$ cat src/rtl/fifo_sync_flags.sv
// Single-clock FIFO with occupancy count, almost-full/empty thresholds,
// overflow/underflow pulses and optional first-word-fall-through reads.
module fifo_sync_flags #(
    parameter int AWIDTH   = 4,
    parameter int DWIDTH   = 4,
    parameter int AF_LEVEL = 2**AWIDTH - 2,
    parameter int AE_LEVEL = 2,
    parameter bit FWFT     = 1'b0
) (
    input  logic              clk,
    input  logic              rst,
    input  logic              write_en,
    input  logic              read_en,
    input  logic [DWIDTH-1:0] data_in,
    output logic [DWIDTH-1:0] data_out,
    output logic              full,
    output logic              empty,
    output logic              almost_full,
    output logic              almost_empty,
    output logic [AWIDTH:0]   count,
    output logic              overflow,
    output logic              underflow
);

    localparam int DEPTH = 2**AWIDTH;
    localparam logic [AWIDTH:0] DEPTH_C = DEPTH[AWIDTH:0];
    localparam logic [AWIDTH:0] AF_C    = AF_LEVEL[AWIDTH:0];
    localparam logic [AWIDTH:0] AE_C    = AE_LEVEL[AWIDTH:0];

    logic [DWIDTH-1:0] mem [DEPTH];
    logic [AWIDTH-1:0] wr_ptr;
    logic [AWIDTH-1:0] rd_ptr;
    logic              wr_acc;
    logic              rd_acc;
    logic [AWIDTH:0]   count_d;

    // Acceptance uses the registered flags, so a simultaneous pop never
    // frees room for a push into a full FIFO (and vice versa when empty).
    assign wr_acc = write_en && !full;
    assign rd_acc = read_en && !empty;

    always_comb begin
        count_d = count;
        if (wr_acc && !rd_acc) begin
            count_d = count + 1'b1;
        end else if (rd_acc && !wr_acc) begin
            count_d = count - 1'b1;
        end
    end

    always_ff @(posedge clk) begin
        if (rst) begin
            wr_ptr       <= '0;
            rd_ptr       <= '0;
            count        <= '0;
            full         <= 1'b0;
            empty        <= 1'b1;
            almost_full  <= 1'b0;
            almost_empty <= 1'b1;
            overflow     <= 1'b0;
            underflow    <= 1'b0;
        end else begin
            if (wr_acc) begin
                wr_ptr <= wr_ptr + 1'b1;
            end
            if (rd_acc) begin
                rd_ptr <= rd_ptr + 1'b1;
            end
            count        <= count_d;
            full         <= (count_d == DEPTH_C);
            empty        <= (count_d == '0);
            almost_full  <= (count_d >= AF_C);
            almost_empty <= (count_d <= AE_C);
            overflow     <= write_en && full;
            underflow    <= read_en && empty;
        end
    end

    // Storage is deliberately not reset.
    always_ff @(posedge clk) begin
        if (!rst && wr_acc) begin
            mem[wr_ptr] <= data_in;
        end
    end

    generate
        if (FWFT) begin : g_fwft
            assign data_out = mem[rd_ptr];
        end else begin : g_reg
            logic [DWIDTH-1:0] dout_q;

            always_ff @(posedge clk) begin
                if (rst) begin
                    dout_q <= '0;
                end else if (rd_acc) begin
                    dout_q <= mem[rd_ptr];
                end
            end

            assign data_out = dout_q;
        end
    endgenerate

endmodule
$ cat config.mk
export PLATFORM = sky130hd
export DESIGN_NAME = fifo_sync_flags
export DESIGN_NICKNAME = d
export VERILOG_FILES = /design/src/rtl/fifo_sync_flags.sv
export SDC_FILE = /design/constraint.sdc
export NUM_CORES = 1
export LEC_CHECK = 0
export CAP_MARGIN = 20
export CORE_UTILIZATION = 65
export CTS_BUF_LIST = sky130_fd_sc_hd__clkbuf_8
export DETAILED_ROUTE_END_ITERATION = 8
export PLACE_DENSITY = 0.95
export SYNTH_ARGS = -nofsm -noshare
export SYNTH_HDL_FRONTEND = slang
export SYNTH_SLANG_ARGS = --single-unit
export TNS_END_PERCENT = 50
$ cat constraint.sdc
create_clock -name clk -period 4.7 [get_ports clk]
set_input_delay 0.94 -clock clk [delete_from_list [all_inputs] [get_ports clk]]
set_output_delay 0.94 -clock clk [all_outputs]
set_load 0.02 [all_outputs]
-- Word level (Yosys, flattened, before mapping)
Memory sizes are Yosys's and may differ from the RTL's. A register that Yosys moved wholly into a read port is not among the register bits.
Cells that the tools add are included.
- word-level logic and storage cells: 34
- memories kept: 1
- bits of input ports: 8
- bits in read-only memories: 0
- bits in registers: 19
- memory bits (writable): 64
- output and inout port bits: 15
- bits in latches: 0
- memories (name ; depth ; bits a word ; read ports ; clocked after memory_dff ; write ports ; line ; source):
    mem ; 16 ; 4 ; 1 ; 1 ; 1 ; 30 ; logic [DWIDTH-1:0] mem [DEPTH];
- bitwise logic cells: 0
- add/sub/neg operators: 4
- reductions and logical operators: 13
- multipliers: 0
- div/mod/pow operators: 0
- shifts and indexed selects: 0
- eq/ne operators: 1
- muxes and demuxes: 4
- magnitude comparators: 2
- operators by type and width (kind ; number):
    2-to-1 mux 5 bit ; 2
    adder 4 x 1 -> 4 bit, second input constant ; 2
    logical AND 1 bit ; 7
    adder 5 x 1 -> 5 bit, second input constant ; 1
    equality test 5 bit, second input constant ; 1
    greater-or-equal comparator 5 x 4 -> 1 bit, second input constant ; 1
    <= comparator 5 x 2 -> 1 bit, second input constant ; 1
    logical NOT 1 bit ; 5
    logical NOT 5 bit ; 1
    subtractor 5 x 1 -> 5 bit, second input constant ; 1
    2-to-1 mux 1 bit ; 2

-- Longest topological paths before layout
Gate-level depths: netlist (run 1).
- depth in word-level cells: 7
- mapped depth: 7
- depth with buffers taken out: 6

-- Least setup slack after synthesis (run 1)
No wires, ideal clock.
- path kind: input to register
- start: input write_en
- end: register full
- stages on the path: 5
- path buffers: 0
- arrival: 2.163 ns
- setup slack: 2.446 ns
- library setup time: 0.091 ns
- required time: 4.609 ns
- path through: nor2b_2 > or4_1 > o31ai_1 > xnor2_1 > nor4bb_1
- cells in the longest elaborated chain, start to end: 6
- elaborated cells between the ends (all ways): 7
- classes of those cells: eq/ne (1); mux (2); reduce/logical (4)
- ends and longest elaborated chain (element ; line ; source):
    start, declared ; 12 ; input logic write_en,
    logical AND 1 bit * ; 39 ; assign wr_acc = write_en && !full;
    logical NOT 1 bit ; 46 ; end else if (rd_acc && !wr_acc) begin
    logical AND 1 bit ; 46 ;
    2-to-1 mux 5 bit ; 46 ;
    2-to-1 mux 5 bit * ; 44 ; if (wr_acc && !rd_acc) begin
    equality test 5 bit * ; 70 ; full <= (count_d == DEPTH_C);
    end signal, assigned ; 70 ;
    end, declared ; 16 ; output logic full,
Mark *: on every way between the ends. The rest lies on a longest branch, timed or not.
A chain may end at the register's enable or synchronous reset.

-- Worst setup path in the final report (run 1)
Ends and elaborated chain as after synthesis.

==> results of run 1 <==
## cell type report
cell class,count,area [µm²]
clock buffers,10,138
clock inverters,6,116
fillers,254,1110
inverters,7,26.3
multi-input cells,140,1110
flip-flops and latches,87,2380
well taps,70,87.6
repair buffers,23,228
## flip-flops by register name, indices dropped and copies added, names as in the netlist, 4 cells and up
register and count:
count 5, data_out 4, mem 64, rd_ptr 4, wr_ptr 4
## cells in the mapped netlist, drive strengths merged, types with 2 or more instances
cell type,n,area (µm²)
a211oi,3,27.5
a21oi,7,35.0
a22oi,4,30.0
a31oi,4,25.0
a41o,2,20.0
and3,2,12.5
and4,2,17.5
buf,8,47.6
clkbuf,3,11.3
dfxtp,23,460
edfxtp,64,1920
ha,7,87.6
inv,7,26.3
mux4,16,360
nand2,18,67.6
nand2b,3,21.3
nand3,6,30.0
nand4,3,18.8
nor2,34,128
nor2b,4,27.5
nor3,2,10.0
or4,2,15.0
xnor2,5,43.8
xor2,4,35.0
## worst paths after layout
path / from / to / cells past startpoint
max: write_en / full / 6
min: data_out[3] / data_out[3] / 2
max reg2reg: rd_ptr[1] / data_out[2] / 5
min reg2reg: data_out[3] / data_out[3] / 2
## per-layer routing
metal  vias to the layer above  GRT usage  share of wire
met5                         -          0              0
met4                         0      0.106          0.027
met3                        24     0.0910           0.10
met2                       150      0.486           0.50
met1                      1123      0.404           0.38
li1                        970          -              -
## power groups by stage
stage / Sequential [mW] / Clock (mW) / Combinational (mW)
2_1_floorplan: 0.921 / 0 / 0.187
3_5_place_dp: 0.903 / 0 / 0.315
3_3_place_gp: 0.901 / 0 / 0.299
6_report: 0.888 / 0.638 / 0.328
5_1_grt: 0.892 / 0.671 / 0.349
4_1_cts: 0.886 / 0.640 / 0.324
## worst max-delay path: cells and delay by family
family	cells	cell delay, ns
AND/OR/NAND/NOR	3	1.12
AO/OA/AOI/OAI	1	0.32
buffers and inverters	1	0.51
XOR/XNOR	1	0.29
## cells by family after synthesis
kind of cell | after synthesis | share of synthesized area
flops | 87 | 0.666
simple gates | 82 | 0.111
compound gates | 26 | 0.0524
buf+inv | 18 | 0.0238
mux | 16 | 0.101
xor+xnor | 9 | 0.0220
fa+ha+maj | 7 | 0.0245
## through the flow
stage	cell area [µm²]	instances
floorplan	3580	245
global placement	3840	327
detailed placement	3840	327
CTS	4090	343
global route	4090	343
finish	4090	343
==> impl_metrics.tcl, run 1 <==
set metrics [dict create \
    drt_wl_total_um 8140 \
    synth_cell_types 41 \
    worst_ir_drop_vdd_v 0.000334 \
    port_buffers 22 \
    grt.total_usage 0.305 \
    row_count 26 \
    num_vias 2267 \
    die_h_um 76.2 \
    dieArea_um2 5810 \
    initial_core_util 0.688 \
    setup_tns_ns 0 \
    final_common_cell "edfxtp_1" \
    synth_edf_count 64 \
    drt-vias-per-instance 6.61 \
    relSlewSlack 0.378 \
    cts.repair.resized 0 \
    yosysSeqAreaShare 0.666 \
    grt_pass1_vias 2223 \
    fin_worst_skew_ns 0.00780 \
    slowest_stage "nor2b_2" \
    utilization 0.786 \
    setup.worst_path.start_class "input pin" \
    criticalPathCategory "in -> reg" \
    power_density_nw_per_um2 453 \
    rsz0062_at_grt "no" \
    clk_path_buf_depth 2 \
    switching_share 0.262 \
    synth_seq_cells 87 \
    cts_sinks 87 \
    p_comb_frac 0.177 \
    synth_warnings 0 \
    period_share 0.620 \
    cp-end-kind "register" \
    cts_root_buf "clkbuf_8" \
    setup_viol 0 \
    die_width_um 76.2 \
    ant_nets 0 \
    seq_power_share 0.479 \
    area_growth_syn_to_layout_pct 14.3 \
    setup_slack_ns 1.78 \
    crit_fanout 13 \
    reg2reg_slack_ns 2.53 \
    power.total_mw 1.85 \
    hold_ws_ns 0.515 \
    hpwl_um 4990 \
    final_cell_mix "edfxtp_1 (64), nor2_1 (34), dfxtp_1 (23), clkdlybuf4s50_1 (22), nand2_1 (18)" \
    drv_slew 0 \
    synthesis.nets 260 \
    grt_pass1_wl_um 12600 \
    gp_congestion 0.927 \
    antenna_found_initial 0 \
    grt_max_degree 25 \
    hp-class "reg -> reg" \
    yosys_most_used_dff "edfxtp_1" \
    critPathRequiredTime_ns 4.96 \
    power.leakage_nw 1.34 \
    hold_violations 0 \
    p_clk_frac 0.344 \
    postCtsSetupBuffers 0 \
    gr-total-overflow 0 \
    intPower_mw 1.37 \
    fmax_ghz 0.343 \
    coreArea_um2 5200 \
    nNetsFinal 283 \
    clkLatencyLatePin_ns 0.35 \
    avgSynthCellArea_um2 14.6 \
    cpPeakStageDelay_ns 0.53 \
    diodes 0 \
    power.switching_mw 0.486 \
    status "finished, final reports clean" \
    drv_cap 0 \
    drive_gt1_frac 0.136 \
    h-tree-depth 3 \
    place_ws_ns 1.53 \
    synthesis.area_um2 3580 \
    async_flop_share 0 \
    tightestPinTransition_ns 0.932 \
    drt_iter0_drc 416 \
    clk_pin_slew_ns 0.09 \
    io_pins 23 \
    cp.arrival_ns 3.18 \
    route.detailed.drc 0 \
    cts_buffers 9 \
    critical_path.cell_chain "clkdlybuf4s50_1, nor2b_2, nand2_1, o31ai_1, xnor2_1, nor4bb_1" \
    min_period_ns 2.92 \
    firstDrtPassIters 5 \
    cts_tree "built" \
    hold_buffers 0 \
    wl_per_cell_um 23.7 \
    syn_inst 245 \
]
No activity file was read; power rests on OpenSTA's default activity.
==> run 2: changes to the inputs <==
CORE_UTILIZATION = 55   (was 65)
PLACE_DENSITY = 0.88   (was 0.95)
clock period = 2.5 ns   (was 4.7 ns; I/O delays follow)
==> run 2 against run 1 <==
Sequential power rose by 87%. Core utilization fell by 13 points. Die area rose by 18%. Critical path type unchanged. Sequential share of layout area fell by 0.30 points. Combinational power rose by 94%. Highest routed layer unchanged. Global-route usage fell by 6.8 points. Critical path depth did not move. Cell area rose by 0.52%.
==> impl_metrics.tcl, run 2 (synthesis gave the netlist of run 1 again) <==
set metrics [dict create \
    cts_buffers 9 \
    num_vias 2230 \
    period_share 0.846 \
    cts_tree "built" \
    clk_path_buf_depth 2 \
    setup.worst_path.start_class "input pin" \
    nNetsFinal 290 \
    grtUsageMet3 0.0462 \
    drt_iter0_drc 263 \
    clk_pin_slew_ns 0.09 \
    die_width_um 82.7 \
    grt_pass1_wl_um 10900 \
    largest_reg_flops 64 \
    area_growth_syn_to_layout_pct 14.9 \
    grt.total_usage 0.237 \
    coreArea_um2 6310 \
    cp.arrival_ns 2.39 \
    worst_ir_drop_vdd_v 0.000519 \
    grt_pass1_vias 2153 \
    gp_congestion 0.914 \
    postCtsSetupBuffers 0 \
    fmax_ghz 0.473 \
    drv_slew 0 \
    dieArea_um2 6840 \
    critPathRequiredTime_ns 2.78 \
    firstDrtPassIters 5 \
    power_density_nw_per_um2 814 \
    die_h_um 82.7 \
    port_buffers 22 \
    antenna_found_initial 0 \
    final_common_cell "edfxtp_1" \
    drt-vias-per-instance 6.25 \
    regMostFlops "mem" \
    power.leakage_nw 1.37 \
    route.detailed.drc 0 \
    grt.busiest_layer "met2" \
    power.total_mw 3.35 \
    h-tree-depth 3 \
    setup_tns_ns 0 \
    hold_violations 0 \
    grt_max_degree 20 \
    drv_cap 0 \
    io_pins 23 \
    ant_nets 0 \
    top_regs "mem: 64 flops, count: 5 flops" \
    gr-usage-met2 0.369 \
    gr-total-overflow 0 \
    row_count 29 \
    hp-class "reg -> reg" \
    diodes 0 \
    final_cell_mix "edfxtp_1 (64), nor2_1 (34), dfxtp_1 (23), clkdlybuf4s50_1 (22), nand2_1 (18)" \
    reg2reg_slack_ns 0.52 \
    wl_per_cell_um 20.4 \
    cts_root_buf "clkbuf_8" \
    rsz0062_at_grt "no" \
    min_period_ns 2.12 \
    initial_core_util 0.567 \
    hold_buffers 0 \
    cts_sinks 87 \
    drt_wl_total_um 7300 \
    status "finished, final reports clean" \
    crit_fanout 6 \
    cp-end-kind "register" \
    setup_viol 0 \
    relSlewSlack 0.527 \
    drive_gt1_frac 0.150 \
    criticalPathCategory "in -> reg" \
    hpwl_um 4530 \
    tightestPinTransition_ns 0.708 \
    clkLatencyLatePin_ns 0.36 \
    fin_worst_skew_ns 0.0133 \
    use_met1 0.300 \
    cts.repair.resized 0 \
]
## run 2: metrics by stage
stage / setup WS (ns) / utilization / hold WS [ns] / area [µm²] / instances
global route: 0.266 / 0.651 / 0.528 / 4110 / 357
CTS: 0.418 / 0.651 / 0.503 / 4110 / 357
global placement: 0.133 / 0.617 / 0.472 / 3900 / 341
detailed placement: 0.115 / 0.617 / 0.485 / 3900 / 341
finish: 0.384 / 0.651 / 0.502 / 4110 / 357
floorplan: 0.656 / - / 0.482 / 3580 / 245
## run 2: power breakdown
part           internal, mW  total [mW]  switching, mW
sequential             1.61        1.66         0.0586
clock                 0.557        1.05          0.491
combinational         0.285       0.635          0.349
## run 2: final timing paths
check,cells past startpoint,end,from
max,6,full,write_en
min,2,data_out[1],data_out[1]
max reg2reg,6,almost_full,count[0]
min reg2reg,2,data_out[1],data_out[1]
## run 2: worst max-delay path, stage by stage
cell	delay, ns
clkdlybuf4s50_1	0.45
nor2b_2	0.21
or4_1	0.55
o31ai_1	0.11
xnor2_1	0.27
nor4bb_1	0.30
## run 2: layer usage
metal	share of wire	wire length (µm)
met5	0	0
met4	0.050	366
met3	0.063	462
met2	0.49	3610
met1	0.39	2860
## run 2: cell type report
cell class,count,area [µm²]
multi-input combinational,140,1110
tap,77,96.3
inverter,7,26.3
sequential,87,2380
fill,424,2200
clock buffer,9,124
timing repair buffer,30,280
clock inverter,7,90.1
==> run 3: changes to the inputs <==
clock period = 1.8 ns   (was 2.5 ns; I/O delays follow)
==> run 3 against run 2 <==
The flow now finishes with violations (negative setup slack). Setup slack worse by 0.38 ns. Via count grew 5.6%. Global-route usage increased by 1.9 points. Die area is the same. Sequential share of layout area fell by 4.1 points. Critical path depth grew 1. Clock skew shrank 0.0045 ns. Largest cell class unchanged. Register-to-register slack lost 0.50 ns. Cell area is 7.7% higher. Hold slack improved by 0.013 ns.
==> impl_metrics.tcl, run 3 (synthesis gave the netlist of run 1 again) <==
set metrics [dict create \
    cp.arrival_ns 2.11 \
    setup_slack_ns -0.000661 \
    regMostFlops "mem" \
    relSlewSlack 0.613 \
    num_vias 2355 \
    cp_num_buf_inv 2 \
    firstDrtPassIters 5 \
    critPathRequiredTime_ns 2.11 \
    criticalPathCategory "in -> reg" \
    coreArea_um2 6310 \
    reg2reg_slack_ns 0.02 \
    fillerInstances 409 \
    fmax_ghz 0.555 \
    route.detailed.drc 0 \
    final_cell_mix "edfxtp_1 (64), buf_4 (36), nor2_1 (34), dfxtp_1 (20)" \
    tightestPinTransition_ns 0.579 \
    clk_path_buf_depth 2 \
    final_cells 387 \
    antenna_found_initial 0 \
    cp-end-kind "register" \
    fin_worst_skew_ns 0.00883 \
    port_buffers 22 \
    ant_nets 0 \
    worst_ir_drop_vdd_v 0.000725 \
    power.total_mw 4.68 \
    min_period_ns 1.80 \
    cp_num_cells 7 \
    drv_slew 0 \
    rsz0062_at_grt "yes" \
    grt_pass1_wl_um 11700 \
    reg2regPathDepth 6 \
    grt_max_degree 20 \
    die_h_um 82.7 \
    hold_path_depth 2 \
    power_density_nw_per_um2 1060 \
    largest_reg_flops 64 \
    hold_path_startpoint "data_out[1]" \
    initial_core_util 0.567 \
    top_regs "mem: 64 flops, count: 5 flops" \
    hp-class "reg -> reg" \
    rr_endpoint "almost_full" \
    setup_tns_ns -0.000661 \
    period_share 1.00 \
    h-tree-depth 3 \
    rr_startpoint "empty" \
    drive_gt1_frac 0.284 \
    grt_pass1_vias 2192 \
    setup.worst_path.start_class "input pin" \
    drv_cap 0 \
    cpPeakStageDelay_ns 0.51 \
    die_width_um 82.7 \
    crit_fanout 3 \
    violations "negative setup slack" \
    final_common_cell "edfxtp_1" \
    dieArea_um2 6840 \
    nNetsFinal 320 \
    gp_congestion 0.841 \
    cts_tree "built" \
    gr-total-overflow 0 \
    hpwl_um 4990 \
    power.leakage_nw 1.62 \
    clkLatencyLatePin_ns 0.37 \
    hold_path_end "data_out[1]" \
    clk_pin_slew_ns 0.10 \
    diodes 0 \
    hold_violations 0 \
    drt_iter0_drc 224 \
    critical_path.cell_chain "clkdlybuf4s50_1, nor2b_2, buf_4, a211oi_2, nor4_4, or4_1, o22ai_1" \
    slowest_stage "or4_1" \
    dp.cells 370 \
    grt.total_usage 0.256 \
    cts_root_buf "clkbuf_8" \
    io_pins 23 \
    area_growth_syn_to_layout_pct 23.7 \
    row_count 29 \
    drt_wl_total_um 7960 \
    drt-vias-per-instance 6.09 \
    cp_top_family "simple AND/OR/NAND/NOR gates" \
    status "complete, but fails checks" \
    cts_buffers 9 \
    wl_per_cell_um 20.6 \
    cts_sinks 87 \
    setup_viol 1 \
]
## run 3: cell types whose count changed in the layout (fill, tap and decap cells not counted), sizes merged
cell,change
dlygate4sd2,+2
dlymetal6s2s,+3
inv,+4
clkinv,-2
buf,+30
bufinv,-2
clkdlybuf4s50,-5
## run 3: final cells by class
type	instances	area [µm²]	share of cell area
Timing Repair Buffer	60	536	0.121
Inverter	7	26.3	0.00593
Clock inverter	7	62.6	0.0141
Tap cell	77	96.3	0.0218
Clock buffer	9	124	0.0280
Sequential cell	87	2390	0.539
Multi-Input combinational cell	140	1200	0.270
## run 3: worst max-delay path by stage
stage / slack, ns / start / endpoint
2_1_floorplan: 0.02 / count[1] / almost_full
3_3_place_gp: -0.34 / write_en / almost_empty
3_5_place_dp: -0.35 / write_en / almost_empty
4_1_cts: -0.07 / read_en / full
5_1_grt: -0.06 / read_en / almost_full
6_report: -0.0007 / read_en / almost_full
## run 3: routing by layer
layer | share of wire | vias to the layer above | GRT usage
met4 | 0.031 | 0 | 0.124
met3 | 0.077 | 22 | 0.0758
met2 | 0.52 | 119 | 0.409
met1 | 0.37 | 1171 | 0.321
met5 | 0 | - | 0
li1 | - | 1043 | -
## run 3: power by group
group,internal (mW),switching [mW],leakage [nW]
registers,2.24,0.0784,0.765
logic,0.516,0.550,0.750
clock network,0.538,0.766,0.100
total,3.29,1.39,1.62
## run 3: repair_timing
| action | 4_1_cts | 5_1_grt |
|---|---|---|
| setup endpoints to repair | 5 | 11 |
| gates resized for setup | 5 | 17 |
| pin swaps | 0 | 3 |
| setup buffers | 0 | 1 |
| hold buffers | 0 | 0 |
## run 3: worst register-to-register path: cells and delay by family, from the launching register on
family / cells / cell delay, ns
AND/OR/NAND/NOR: 3 / 0.73
flip-flops: 1 / 0.38
AO/OA/AOI/OAI: 2 / 0.37
buffers and inverters: 1 / 0.23
## run 3: stage by stage
stage | hold slack, ns | cell area [µm²] | worst slack [ns] | utilization
floorplan | 0.459 | 3580 | 0.0221 | -
global placement | 0.479 | 4140 | -0.340 | 0.656
detailed placement | 0.486 | 4140 | -0.349 | 0.656
CTS | 0.513 | 4340 | -0.0722 | 0.688
global route | 0.543 | 4430 | -0.0605 | 0.701
finish | 0.515 | 4430 | -0.000661 | 0.701
